### src/rtl/dmem_arbiter.sv
// Two-requester arbiter for the single-port data RAM: display reads win,
// with a starvation limit so the processor still makes forward progress.
module dmem_arbiter #(
  parameter int ADDR_W   = 19,
  parameter int DATA_W   = 8,
  parameter int MAX_WAIT = 4
) (
  input  logic              clk,
  input  logic              rst,
  input  logic              cpu_req,
  input  logic              cpu_we,
  input  logic [ADDR_W-1:0] cpu_addr,
  input  logic [DATA_W-1:0] cpu_wdata,
  output logic              cpu_gnt,
  output logic              cpu_stall,
  output logic              cpu_rvalid,
  output logic [DATA_W-1:0] cpu_rdata,
  input  logic              dsp_req,
  input  logic [ADDR_W-1:0] dsp_addr,
  output logic              dsp_gnt,
  output logic              dsp_rvalid,
  output logic [DATA_W-1:0] dsp_rdata,
  output logic [ADDR_W-1:0] mem_address,
  output logic [DATA_W-1:0] mem_data,
  output logic              mem_wren,
  input  logic [DATA_W-1:0] mem_q
);

  localparam logic [3:0] WAIT_LIM = 4'(MAX_WAIT);

  logic [3:0] wait_cnt;
  logic [1:0] rd_tag;
  logic       starved;
  logic       cpu_win;

  // The processor only overtakes a pending display read once starved.
  assign starved   = (wait_cnt == WAIT_LIM);
  assign cpu_win   = cpu_req & (~dsp_req | starved);
  assign cpu_gnt   = cpu_win;
  assign dsp_gnt   = dsp_req & ~cpu_win;
  assign cpu_stall = cpu_req & ~cpu_win;

  always_comb begin
    mem_address = '0;
    mem_data    = '0;
    mem_wren    = 1'b0;
    unique case (1'b1)
      cpu_gnt: begin
        mem_address = cpu_addr;
        mem_data    = cpu_wdata;
        mem_wren    = cpu_we;
      end
      dsp_gnt: begin
        mem_address = dsp_addr;
      end
      default: ;
    endcase
  end

  always_ff @(posedge clk or posedge rst) begin
    if (rst) begin
      wait_cnt <= '0;
    end else if (!cpu_req || cpu_gnt) begin
      wait_cnt <= '0;
    end else if (dsp_gnt && !starved) begin
      wait_cnt <= wait_cnt + 4'd1;
    end
  end

  // Tag remembers who owns the RAM output on the following cycle.
  always_ff @(posedge clk or posedge rst) begin
    if (rst) begin
      rd_tag <= '0;
    end else begin
      rd_tag <= {dsp_gnt, cpu_gnt & ~cpu_we};
    end
  end

  assign cpu_rvalid = rd_tag[0];
  assign dsp_rvalid = rd_tag[1];
  assign cpu_rdata  = rd_tag[0] ? mem_q : '0;
  assign dsp_rdata  = rd_tag[1] ? mem_q : '0;

endmodule

### config.mk
export PLATFORM = sky130hd
export DESIGN_NAME = dmem_arbiter
export DESIGN_NICKNAME = d
export VERILOG_FILES = /design/src/rtl/dmem_arbiter.sv
export SDC_FILE = /design/constraint.sdc
export NUM_CORES = 1
export LEC_CHECK = 0
export ABC_AREA = 1
export ABC_CLOCK_PERIOD_IN_PS = 2400
export CAP_MARGIN = 0
export CORE_UTILIZATION = 28
export DETAILED_ROUTE_END_ITERATION = 12
export PLACE_DENSITY = 0.95
export SYNTH_ARGS = -nofsm -noshare
export SYNTH_HDL_FRONTEND = slang
export SYNTH_SLANG_ARGS = --single-unit
### constraint.sdc
create_clock -name clk -period 2.4 [get_ports clk]
set_input_delay 0.6 -clock clk [delete_from_list [all_inputs] [get_ports clk]]
set_output_delay 0.6 -clock clk [all_outputs]
set_load 0.03 [all_outputs]
==> results of run 1 <==
[metal layers]
metal  track usage [%]  wire [um]  vias to the layer above
met5                 0          0                        -
met4              5.92          0                        0
met3              3.40        226                        0
met2              34.6       1600                       58
met1              19.5       1070                      510
li1                  -          -                      655
[worst max-delay path, stage by stage (launching register included)]
cell     delay [ns]
dfrtp_1        0.40
inv_1          0.07
ha_1           0.16
nand3_2        0.11
nand2_4        0.11
nand2_8        0.11
buf_4          0.20
nor2_1         0.11
buf_4          0.17
[final cells by class]
cell class	instances	area [sq um]	area share (%)
clock buffers	3	22.5	1.22
flip-flops and latches	6	150	8.10
multi-input cells	97	497	26.8
inverters	34	130	7.02
repair buffers	113	1010	54.8
well taps	31	38.8	2.09
[cells in the final DEF, fill, tap and decap left out]
cell type         n
clkdlybuf4s50_1  58
buf_4            50
nand3_1          39
nand2_1          35
inv_1            32
nor2_1           11
dfrtp_1           6
nor2_2            4
clkbuf_4          3
buf_6             3
ha_1              2
dlymetal6s2s_1    2
nand3_2           1
nand2_4           1
nor2_8            1
inv_4             1
nand2_8           1
inv_2             1
xnor2_1           1
xor2_1            1
[report_power, final]
part,switching [uW],internal [uW],leakage [uW]
Combinational,183,173,0.00100
Sequential,4.90,105,0.0000805
Clock,32.8,56.3,0.0000138
[registers in the layout (all words and copies together), names as in the netlist]
name	count
rd_tag	2
wait_cnt	4
[cells by family (layout without fill, tap and decap cells)]
group | after synthesis | count (layout) | share of synthesized area, %
simple gates | 93 | 93 | 52.4
buf+inv | 45 | 150 | 25.0
fa+ha+maj | 2 | 2 | 2.94
flops | 6 | 6 | 17.6
xor+xnor | 2 | 2 | 2.06
[worst max path at each step]
stage                 from          end  cells past startpoint
2_1_floorplan  wait_cnt[0]      dsp_gnt                      8
3_3_place_gp       cpu_req    cpu_stall                      5
3_5_place_dp       cpu_req    cpu_stall                      5
4_1_cts            dsp_req     mem_wren                      6
5_1_grt        wait_cnt[1]  mem_data[1]                      8
6_report       wait_cnt[1]     mem_wren                      8
[repair_timing]
| item | CTS | global route |
|---|---|---|
| pin swaps | 0 | 0 |
| resized for setup | 1 | 5 |
| setup endpoints to repair | 11 | 30 |
| setup buffers | 0 | 1 |
| hold buffers | 0 | 0 |
[stage by stage]
step | setup TNS, ns | instance area (sq um) | util [%]
global placement | 0 | 1800 | 63.6
CTS | -0.129 | 1820 | 64.5
floorplan | 0 | 851 | -
finish | 0 | 1850 | 65.5
global route | 0 | 1850 | 65.5
detailed placement | -0.145 | 1800 | 63.6
==> flow_summary.ini, run 1 <==
[outcome]
status = finished, violations left
violations = DRC

[layout]
fillers = 274
fin_nets = 316
fin_cells = 284
antennaDiodeCount = 0
syn_to_final_growth_pct = 118
drive_gt1_share_pct = 26.1

[grt]
grt_overflow_total = 0
track_usage_pct = 18.0
grt_max_degree = 22
grt_pass1_wl_um = 4740
grt_pass1_vias = 1144
antenna_found_initial = 0

[power_and_ir_drop]
vdd_drop_max_v = 0.000129
p_per_area_nw_per_um2 = 299
power.total_uw = 555
p_leak_uw = 0.00110

[yosys]
yosys-top-cells-area = nand3_1, dfrtp_1, nand2_1
syn_area_sq_um = 851
synth_common_cells = nand3_1, nand2_1, inv_1
ys.flop_type = dfrtp_1
async_flop_share_pct = 100
synth_edf_count = 0
syn-num-nets = 209
synth_top_area_share_pct = 22.9
netlist-cell-type-count = 17
synth.most_common_cell = nand3_1
seq_area_frac_synth_pct = 17.6
syn_inst = 148
synth_area_leader_cell = nand3_1
ys_ff_latch = 6
synth_warnings = 0
syn_area_per_cell_sq_um = 5.75

[timing]
slew_viol_final = 0
holdWs_ns = 0.550
final.setup_skew_ns = 0.000728
setup_viol = 0
worst_slack_ns = 0.134
rsz0062_at_grt = no
tightest_slew_ns = 0.309
slew_headroom_pct = 79.3
fmax_mhz = 441
fin_crit_sh_pct = 94.4
period_minus_slack_ns = 2.27
finalHoldViolCount = 0

[route]
avgRoutedWirePerCell_um = 10.2
drt_iter0_drc = 40
drc = 14
ant_nets = 0
dr.pass1.iters = 8
via_count = 1223
wirelength_um = 2900
routed_via_density = 4.31

[worst_hold_path]
hp-class = flip-flop to flip-flop
whs_path_depth = 2
whs_endpoint = wait_cnt[0]
holdCritStartpoint = wait_cnt[0]

[die]
die_h_um = 57.1
die_x_um = 57.1
row_count = 19
core_region_area_sq_um = 2830
initial_core_util_pct = 30.1
die_area_sq_um = 3260
io-pin-count = 108

[critical_path]
cp-end-kind = output port
required_ns = 1.80
path_class = flip-flop to output port
regToRegEndpoint = rd_tag[1]
start_kind = flip-flop
rrSetupSlack_ns = 1.07
cp.arrival_ns = 1.67
r2r_start = wait_cnt[1]
rr_worst_depth = 8
path_max_fanout = 21

[place]
port-buffer-count = 107
dp_cells = 280
dpl.hpwl_um = 2420
gp_congestion = 0.772
dp_slack_ns = -0.0196

[clock_tree]
insertion_delay_ns = 0.24
cts_buffers = 3
h-tree-depth = 1
cts_tree = done
clock_sinks = 6
clk_path_buf_depth = 2
clk_pin_slew_worst_paths_ns = 0.04
cts-root-buf = clkbuf_4

[job]
drv_cap = 0
Power figures use the tool's default switching activity.
==> inputs of run 2 (changes only) <==
CTS_BUF_LIST = sky130_fd_sc_hd__clkbuf_2 sky130_fd_sc_hd__clkbuf_4 sky130_fd_sc_hd__clkbuf_8   (was unset)
SLEW_MARGIN = 25   (was unset)
==> results of run 2 <==
No change in the layout: final DEF, timing and power equal those of run 1.
==> inputs of run 3 (changes only) <==
CAP_MARGIN = unset   (was 0)
==> results of run 3 <==
No change in the layout: final DEF, timing and power equal those of run 1.
